<file path="src/rtl/xadc_drp_sequencer.sv">
// xadc_drp_sequencer
// Shares the XADC DRP port between automatic end-of-conversion readback and
// a host read/write requester. Every output is registered.
//   DCLK/RESET_N       : DRP clock, asynchronous active-low reset
//   EOC/CHANNEL        : conversion done strobe and its channel
//   XADC_*             : DRP master signals toward the XADC primitive
//   HOST_*             : host request (held until HOST_ACK) and response
//   RESULT_*           : auto-readback result, RESULT_VALID one-cycle pulse
//   OVERRUN/TIMEOUT    : sticky error flags, cleared by CLEAR_FLAGS
// Optional build macro XADC_CHAN_MASK_EN adds CHANNEL_MASK[31:0]; an EOC
// whose channel bit is 0 is then ignored entirely.
module xadc_drp_sequencer #(
  parameter int TIMEOUT_CYCLES = 64,
  parameter int ADDR_W         = 7
) (
  input  logic              DCLK,
  input  logic              RESET_N,
  input  logic              EOC,
  input  logic [4:0]        CHANNEL,
  input  logic              XADC_DRDY,
  input  logic [15:0]       XADC_DO,
  output logic              XADC_DEN,
  output logic              XADC_DWE,
  output logic [ADDR_W-1:0] XADC_DADDR,
  output logic [15:0]       XADC_DI,
  input  logic              HOST_REQ,
  input  logic              HOST_WE,
  input  logic [ADDR_W-1:0] HOST_ADDR,
  input  logic [15:0]       HOST_WDATA,
  output logic              HOST_ACK,
  output logic [15:0]       HOST_RDATA,
  output logic              RESULT_VALID,
  output logic [4:0]        RESULT_CHANNEL,
  output logic [11:0]       RESULT_DATA,
  output logic              OVERRUN,
  output logic              TIMEOUT,
  input  logic              CLEAR_FLAGS
`ifdef XADC_CHAN_MASK_EN
  ,
  input  logic [31:0]       CHANNEL_MASK
`endif
);

  typedef enum logic [2:0] {IDLE, ISSUE_A, ISSUE_H, WAIT_A, WAIT_H} state_t;

  state_t            state_q, state_d;
  logic [9:0]        cnt_q, cnt_d;
  logic              pend_q, pend_d;
  logic [4:0]        pch_q, pch_d;     // pending channel
  logic [4:0]        ach_q, ach_d;     // channel of the auto read in flight
  logic              last_auto_q, last_auto_d;
  logic              hwe_q, hwe_d;
  logic              den_q, den_d, dwe_q, dwe_d;
  logic [ADDR_W-1:0] daddr_q, daddr_d;
  logic [15:0]       di_q, di_d;
  logic              ack_q, ack_d;
  logic [15:0]       rdata_q, rdata_d;
  logic              rv_q, rv_d;
  logic [4:0]        rch_q, rch_d;
  logic [11:0]       rdat_q, rdat_d;
  logic              ovr_q, ovr_d, to_q, to_d;
  logic              eoc_v, consume, ovr_set, to_set, host_ok, auto_ok;
  logic [4:0]        chan_sel;

`ifdef XADC_CHAN_MASK_EN
  assign eoc_v = EOC & CHANNEL_MASK[CHANNEL];
`else
  assign eoc_v = EOC;
`endif

  always_comb begin
    state_d     = state_q;
    cnt_d       = '0;
    pend_d      = pend_q;
    pch_d       = pch_q;
    ach_d       = ach_q;
    last_auto_d = last_auto_q;
    hwe_d       = hwe_q;
    den_d       = 1'b0;
    dwe_d       = 1'b0;
    daddr_d     = '0;
    di_d        = '0;
    ack_d       = 1'b0;
    rdata_d     = '0;
    rv_d        = 1'b0;
    rch_d       = rch_q;
    rdat_d      = rdat_q;
    consume     = 1'b0;
    ovr_set     = 1'b0;
    to_set      = 1'b0;
    chan_sel    = pend_q ? pch_q : CHANNEL;
    // HOST_REQ is still high in the cycle its ACK is visible; don't re-serve it.
    host_ok     = HOST_REQ & ~ack_q;
    auto_ok     = pend_q | eoc_v;
    case (state_q)
      IDLE: begin
        // Auto wins unless the previous transaction was also auto.
        if (auto_ok && !(last_auto_q && host_ok)) begin
          state_d = ISSUE_A;
          consume = 1'b1;
          ach_d   = chan_sel;
          den_d   = 1'b1;
          daddr_d = ADDR_W'(chan_sel);
        end else if (host_ok) begin
          state_d = ISSUE_H;
          hwe_d   = HOST_WE;
          den_d   = 1'b1;
          dwe_d   = HOST_WE;
          daddr_d = HOST_ADDR;
          di_d    = HOST_WDATA;
        end
      end
      ISSUE_A: state_d = WAIT_A;
      ISSUE_H: state_d = WAIT_H;
      WAIT_A: begin
        if (XADC_DRDY) begin
          state_d     = IDLE;
          last_auto_d = 1'b1;
          rv_d        = 1'b1;
          rdat_d      = XADC_DO[15:4];
          rch_d       = ach_q;
        end else if (cnt_q == 10'(TIMEOUT_CYCLES - 1)) begin
          state_d     = IDLE;
          last_auto_d = 1'b1;
          to_set      = 1'b1;
        end else begin
          cnt_d = cnt_q + 10'd1;
        end
      end
      WAIT_H: begin
        if (XADC_DRDY) begin
          state_d     = IDLE;
          last_auto_d = 1'b0;
          ack_d       = 1'b1;
          rdata_d     = hwe_q ? 16'h0 : XADC_DO;
        end else if (cnt_q == 10'(TIMEOUT_CYCLES - 1)) begin
          state_d     = IDLE;
          last_auto_d = 1'b0;
          ack_d       = 1'b1;
          to_set      = 1'b1;
        end else begin
          cnt_d = cnt_q + 10'd1;
        end
      end
      default: state_d = IDLE;
    endcase

    // Pending slot: an EOC not serviced directly this cycle is parked here.
    if (consume) pend_d = 1'b0;
    if (eoc_v && !(consume && !pend_q)) begin
      if (pend_q && !consume) ovr_set = 1'b1;
      pend_d = 1'b1;
      pch_d  = CHANNEL;
    end

    ovr_d = ovr_set | (ovr_q & ~CLEAR_FLAGS);
    to_d  = to_set  | (to_q  & ~CLEAR_FLAGS);
  end

  always_ff @(posedge DCLK or negedge RESET_N) begin
    if (!RESET_N) begin
      state_q     <= IDLE;
      cnt_q       <= '0;
      pend_q      <= 1'b0;
      pch_q       <= '0;
      ach_q       <= '0;
      last_auto_q <= 1'b0;
      hwe_q       <= 1'b0;
      den_q       <= 1'b0;
      dwe_q       <= 1'b0;
      daddr_q     <= '0;
      di_q        <= '0;
      ack_q       <= 1'b0;
      rdata_q     <= '0;
      rv_q        <= 1'b0;
      rch_q       <= '0;
      rdat_q      <= '0;
      ovr_q       <= 1'b0;
      to_q        <= 1'b0;
    end else begin
      state_q     <= state_d;
      cnt_q       <= cnt_d;
      pend_q      <= pend_d;
      pch_q       <= pch_d;
      ach_q       <= ach_d;
      last_auto_q <= last_auto_d;
      hwe_q       <= hwe_d;
      den_q       <= den_d;
      dwe_q       <= dwe_d;
      daddr_q     <= daddr_d;
      di_q        <= di_d;
      ack_q       <= ack_d;
      rdata_q     <= rdata_d;
      rv_q        <= rv_d;
      rch_q       <= rch_d;
      rdat_q      <= rdat_d;
      ovr_q       <= ovr_d;
      to_q        <= to_d;
    end
  end

  assign XADC_DEN       = den_q;
  assign XADC_DWE       = dwe_q;
  assign XADC_DADDR     = daddr_q;
  assign XADC_DI        = di_q;
  assign HOST_ACK       = ack_q;
  assign HOST_RDATA     = rdata_q;
  assign RESULT_VALID   = rv_q;
  assign RESULT_CHANNEL = rch_q;
  assign RESULT_DATA    = rdat_q;
  assign OVERRUN        = ovr_q;
  assign TIMEOUT        = to_q;

endmodule
</file>
<file path="config.mk">
export PLATFORM = sky130hd
export DESIGN_NAME = xadc_drp_sequencer
export DESIGN_NICKNAME = d
export VERILOG_FILES = /design/src/rtl/xadc_drp_sequencer.sv
export SDC_FILE = /design/constraint.sdc
export NUM_CORES = 1
export LEC_CHECK = 0
export ABC_AREA = 1
export CAP_MARGIN = 25
export CORE_ASPECT_RATIO = 2
export CORE_MARGIN = 5
export CORE_UTILIZATION = 46
export DETAILED_ROUTE_END_ITERATION = 10
export GPL_TIMING_DRIVEN = 0
export PLACE_DENSITY = 0.9
export SLEW_MARGIN = 20
export SYNTH_ARGS = -nofsm -noshare
export SYNTH_HDL_FRONTEND = slang
export SYNTH_SLANG_ARGS = --single-unit
</file>
<file path="constraint.sdc">
create_clock -name DCLK -period 1.8 [get_ports DCLK]
set_input_delay 0.27 -clock DCLK [delete_from_list [all_inputs] [get_ports DCLK]]
set_output_delay 0.27 -clock DCLK [all_outputs]
set_load 0.01 [all_outputs]
</file>
; ---- Yosys cells after proc, flatten, opt, wreduce, memory -nomap -nowiden
; Cells that the tools add are included.
[totals]
ff_bits = 88
inputBits = 51
output_inout_bits = 62
word_cells = 97
[classes]
addsub = 1
eq_ne = 9
muxes = 42
bitwise_logic = 9
reduce_logical = 18
[op_table]
columns = operator, count
row1 = $mux W16, 6
row2 = $mux W10, 3
row3 = $mux W1, 23
row4 = $mux W7, 3
row5 = $mux W3, 4
row6 = $pmux W3 S4, 1
row7 = $add A10 B1 Y10 const B, 1
row8 = $eq A10 B6 Y1 const B, 1
row9 = $ne A3 B3 Y1 const B, 3
row10 = $eq A3 B2 Y1 const B, 2
row11 = $reduce_and A2 Y1, 3
row12 = $reduce_and A3 Y1, 2
row13 = $logic_and A1 B1 Y1, 5
row14 = $mux W5, 1
row15 = $logic_not A1 Y1, 4
row16 = $reduce_bool A2 Y1, 2
row17 = $and A1 B1 Y1, 3
row18 = $eq A3 B1 Y1 const B, 1
row19 = $eq A3 B3 Y1 const B, 1
row20 = $logic_not A3 Y1, 1
row21 = $ne A3 B1 Y1 const B, 1
row22 = $not A1 Y1, 3
row23 = $or A1 B1 Y1, 3
row24 = $pmux W1 S2, 1
row25 = $reduce_or A2 Y1, 1

; ---- Longest topological paths before layout
[logic_depth]
word_depth = 12
ltp_mapped = 8
ltp_nobuf = 8

; ---- Worst setup path before layout
; No wires, ideal clock.
[synth_timing]
path_type = reg-to-reg
from = register cnt_q[0]
to = register state_q[0]
setup_time_ns = 0.083
arrival_time_ns = 1.225
slack_ns = 0.492
path_stages_with_launch = 9
synth_period_minus_slack_ns = 1.308
path_cell_list = dfrtp_1 > ha_1 > nand3_1 > nor2_1 > nand2_1 > inv_1 > nor2_2 > nand2_1 > o21ai_0
[synth_between]
elab_chain_len = 3
[synth_rtl]
columns = item, line
row1 = "start, declared", 47  ; logic [9:0] cnt_q, cnt_d;
row2 = "start signal, assigned", 182  ; cnt_q <= cnt_d;
row3 = $eq A10 B6 Y1, "122, 136"
row4 = $ne A3 B1 Y1 (no line), -
row5 = $reduce_and A2 Y1 (no line), -
row6 = "end signal, assigned", 181  ; state_q <= state_d;
row7 = "end, declared", 46  ; state_t state_q, state_d;
; Every way passes these cells.
; A chain may end at the register's enable or synchronous reset.

; ---- Worst setup path after layout
; Ends and elaborated chain as after synthesis.

==> results.md <==
- The number of nets handed over by synthesis was 413.
- TritonCTS built the clock tree.
- The count of cell types in the netlist is 27.
- STA puts the critical path data required time at 2060 ps.
- The total number of vias is 2760.
- Clock tree synthesis found a total of 88 sinks.
- The clock tree root buffer cell is sky130_fd_sc_hd__clkbuf_16.
- The total global routing track utilization is 0.179.
- Total power for the finished layout comes to 6530 uW.
- The via count of the first global-routing pass is 2736.
- The total count of hold-check failures in the final report came to 0.
- In the routed layout, each cell is associated on average with a via count of 4.73.
- Counting stages on the worst path, the most repeated cell is sky130_fd_sc_hd__nand2_1.
- The count of buffers from port buffering is 112.
- The worst setup path is launched from a flip-flop.
- The final global-route overflow total is 0.
- The transition time at the pin with the least slew margin is 508 ps.
- The die covers 9500 sq um.
- The final layout contains routed wiring with a total length of 8180 um.
- Of the total power, registers draw 0.406.
- The floorplan has 45 rows.
- Of the synthesized area, sequential elements account for 0.633.
- The kind of capture point of the worst setup path is a flip-flop.
- The biggest cell delay along the critical path is 400 ps.
- The worst register-to-register path begins at cnt_q[0]$_DFF_PN0_.
- The average size of a mapped cell is 9.63 sq um.
- The min-delay analysis places its worst path in the category in2reg.
- After synthesis the netlist holds a flip-flop and latch count of 88.
- The final hold slack is 447 ps.
- The count of mapped cells out of synthesis is 361.
- The setup skew after layout is 4.14 ps.
- The ratio of final minimum period to clock period is 0.867.
- The number of antenna violations at the first check in global routing came to 0.
- The ratio of cells with drive above 1 in the final layout is 0.0878.
- The clock network power share is 0.276.
- After the first detailed-routing iteration, the DRC count stood at 162.
- The remaining max-slew budget at the tightest pin is 0.662.
- The maximum vdd ir drop is 1060 uV.
- Setup violations remaining at the end of the flow were counted as 0.
- The final-layout setup total negative slack is 0 ps.
- The clock transition at the registers of the reported paths is 60 ps.
- The critical path goes through ha_1 -> nand3_1 -> nor2_1 -> nand2_1 -> inv_1 -> nor2_2 -> nand2_1 -> o21ai_0.
- CTS built an H-tree with a depth of 3.
- The wire length of the first global-routing pass is 13200 um.
- Internal power comes to 4520 uW.
- The category of the most critical setup path is reg2reg.
- Entering global routing, the biggest net connects 51 pins.
- The vertical die dimension is 133 um.
- Yosys printed 0 warnings.
- The area of the core is 7490 sq um.
- The die is 71.5 um wide.
- The worst path in the final design needs a cycle of 1560 ps, including I/O delays and setup.
- The net switching power of the design is 2010 uW.
- Of the total power, the share spent switching nets is 0.308.
- The data arrival at the endpoint of the critical path is 1820 ps.
- In the final design database the tool counted 538 nets.
- For this configuration, the core starts out at a cell density of 0.464.
- The leakage dissipation is 0.00251 uW.
- 0 antenna diodes ended up in the layout.
- The worst hold path begins at HOST_WDATA[7].
- The average wire length per cell after detail routing is 14.0 um.
- The final cell utilization of the core is 0.673.
- The first detailed-routing pass ran for 4 iterations.
- The mapped netlist covers 3480 sq um.
- Counting along the longest clock path gives a buffer depth of 2.
- Max-cap violations in this run came to 0.
- The slowest stage of the critical path is the sky130_fd_sc_hd__dfrtp_1 cell.
- The maximum operating frequency is 641 MHz.
- The clock buffer count from CTS is 9.
- The placed wire-length estimate after detailed placement is 6070 um.
- The critical path startpoint is cnt_q[0]$_DFF_PN0_.
- The filler cells instantiated in the layout total 573.
- The remaining antenna violation count after routing is 0.
- The clock latency reported for the late side of the worst-skew pair is 340 ps.
- The run finished with clean final reports.
- The area growth from synthesis to layout is 44.9%.
- Once the clock tree was built, the resizer swapped 0 gates to a different size.
- The boundary pin count is 113.
- The total power divided by cell area is 1300 nW/um^2.
- The count of final max-slew check failures is 0.
- Of the total power, combinational logic draws 0.317.
- Of all nets on the critical path, the largest fanout is 5.
- Routability-driven placement finished with a final weighted congestion of 0.800.
- For this run, design rule violations remaining after detail routing come to 0.
- Setup repair after global routing left no endpoint under its margin.
cells in the mapped netlist:
| cell type | n | share of area |
|---|---|---|
| sky130_fd_sc_hd__dfrtp_1 | 88 | 0.63 |
| sky130_fd_sc_hd__nand2_1 | 73 | 0.079 |
| sky130_fd_sc_hd__inv_1 | 62 | 0.067 |
| sky130_fd_sc_hd__nor2_1 | 39 | 0.042 |
| sky130_fd_sc_hd__o21ai_0 | 30 | 0.043 |
| sky130_fd_sc_hd__nor3_1 | 14 | 0.020 |
| sky130_fd_sc_hd__nand3_1 | 13 | 0.019 |
| sky130_fd_sc_hd__buf_6 | 6 | 0.019 |
| sky130_fd_sc_hd__a21oi_1 | 5 | 0.0072 |
| sky130_fd_sc_hd__inv_2 | 4 | 0.0043 |
| sky130_fd_sc_hd__nand2_2 | 3 | 0.0054 |
| sky130_fd_sc_hd__nand2_4 | 3 | 0.0097 |
| sky130_fd_sc_hd__nor2_2 | 3 | 0.0054 |
| sky130_fd_sc_hd__nand3_2 | 2 | 0.0058 |
| sky130_fd_sc_hd__o21ai_1 | 2 | 0.0029 |
| sky130_fd_sc_hd__o21ai_2 | 2 | 0.0050 |
| sky130_fd_sc_hd__o22ai_1 | 2 | 0.0036 |
| sky130_fd_sc_hd__buf_2 | 1 | 0.0014 |
| sky130_fd_sc_hd__clkbuf_1 | 1 | 0.0011 |
| sky130_fd_sc_hd__clkbuf_2 | 1 | 0.0014 |
| sky130_fd_sc_hd__ha_1 | 1 | 0.0036 |
| sky130_fd_sc_hd__nand4_1 | 1 | 0.0018 |
| sky130_fd_sc_hd__nand4_4 | 1 | 0.0061 |
| sky130_fd_sc_hd__nor2_8 | 1 | 0.0058 |
| sky130_fd_sc_hd__or2_2 | 1 | 0.0018 |
| sky130_fd_sc_hd__xnor2_1 | 1 | 0.0025 |
| sky130_fd_sc_hd__xor2_1 | 1 | 0.0025 |
cells by family after synthesis:
kind of cell,Yosys count,share of synthesized area
buffers and inverters,75,0.0946
adder cells (fa/ha/maj),1,0.00360
flip-flops,88,0.633
AO/OA/AOI/OAI,41,0.0619
XOR/XNOR,2,0.00504
AND/OR/NAND/NOR,154,0.202
stage by stage:
stage	cells	worst slack (ps)	instance area [sq um]
2_1_floorplan	361	492	3480
3_3_place_gp	567	-2500	4720
3_5_place_dp	568	33.6	4740
4_1_cts	584	267	5040
5_1_grt	584	151	5040
6_report	584	240	5040
layout make-up:
| type | count | area (sq um) | area share |
|---|---|---|---|
| sequential | 88 | 2200 | 0.437 |
| inverter | 66 | 248 | 0.0492 |
| clock inverter | 3 | 42.5 | 0.00844 |
| clock buffer | 12 | 246 | 0.0489 |
| buffer | 9 | 81.3 | 0.0161 |
| multi-input combinational | 198 | 946 | 0.188 |
| timing repair buffer | 114 | 1160 | 0.229 |
| tap | 94 | 118 | 0.0233 |
routing by layer:
| metal | global-route usage | vias up | wire, um |
|---|---|---|---|
| li1 | - | 1349 | - |
| met1 | 0.232 | 1283 | 3470 |
| met2 | 0.285 | 118 | 3940 |
| met3 | 0.0548 | 10 | 629 |
| met4 | 0.0565 | 0 | 146 |
| met5 | 0 | - | 0 |
critical path: cells and delay by family, from the launching register on:
kind / cells / cell delay [ps]
AOI/OAI and AO/OA: 1 / 90
adders and majority gates: 1 / 230
buffers and inverters: 1 / 80
DFF: 1 / 400
and+or+nand+nor: 5 / 690
worst paths after layout:
kind	end	slack (ps)	depth (start not counted)
min in group asynchronous	HOST_RDATA[14]$_DFF_PN0_	460	2
max reg2reg	state_q[0]$_DFFE_PN0P_	240	8
max	state_q[0]$_DFFE_PN0P_	240	8
min	XADC_DI[7]$_DFF_PN0_	450	3
min reg2reg	pch_q[1]$_DFFE_PN0P_	480	2
max in group asynchronous	cnt_q[7]$_DFF_PN0_	740	3
cells in the final DEF, fill, tap and decap left out, types with 2 or more instances in the layout:
master	synthesis	routed
sky130_fd_sc_hd__a21oi_1	5	5
sky130_fd_sc_hd__buf_6	6	6
sky130_fd_sc_hd__clkbuf_1	1	3
sky130_fd_sc_hd__clkbuf_16	0	9
sky130_fd_sc_hd__clkdlybuf4s50_1	0	111
sky130_fd_sc_hd__dfrtp_1	88	88
sky130_fd_sc_hd__inv_1	62	62
sky130_fd_sc_hd__inv_2	4	4
sky130_fd_sc_hd__nand2_1	73	73
sky130_fd_sc_hd__nand2_2	3	3
sky130_fd_sc_hd__nand2_4	3	3
sky130_fd_sc_hd__nand3_1	13	13
sky130_fd_sc_hd__nand3_2	2	2
sky130_fd_sc_hd__nor2_1	39	39
sky130_fd_sc_hd__nor2_2	3	3
sky130_fd_sc_hd__nor3_1	14	14
sky130_fd_sc_hd__o21ai_0	30	30
sky130_fd_sc_hd__o21ai_1	2	2
sky130_fd_sc_hd__o21ai_2	2	2
sky130_fd_sc_hd__o22ai_1	2	2
power by group through the flow:
stage / clock network, uW / registers, uW / logic (uW)
CTS: 1840 / 2650 / 2100
global route: 1940 / 2710 / 2270
floorplan: 0 / 2800 / 938
global placement: 0 / 2660 / 2000
detailed placement: 0 / 2680 / 2080
finish: 1800 / 2650 / 2070
flip-flops by register name (all words and copies together), names as in the netlist, 3 cells and up:
signal,count
XADC_DI,16
pch_q,5
cnt_q,10
RESULT_DATA,12
XADC_DADDR,7
state_q,3
RESULT_CHANNEL,5
ach_q,5
HOST_RDATA,16
timing repair:
item / 4_1_cts / 5_1_grt
hold endpoints to repair: 38 / 0
setup buffers: 0 / 0
hold buffers: 1 / 0
No activity file was read; power rests on OpenSTA's default activity.
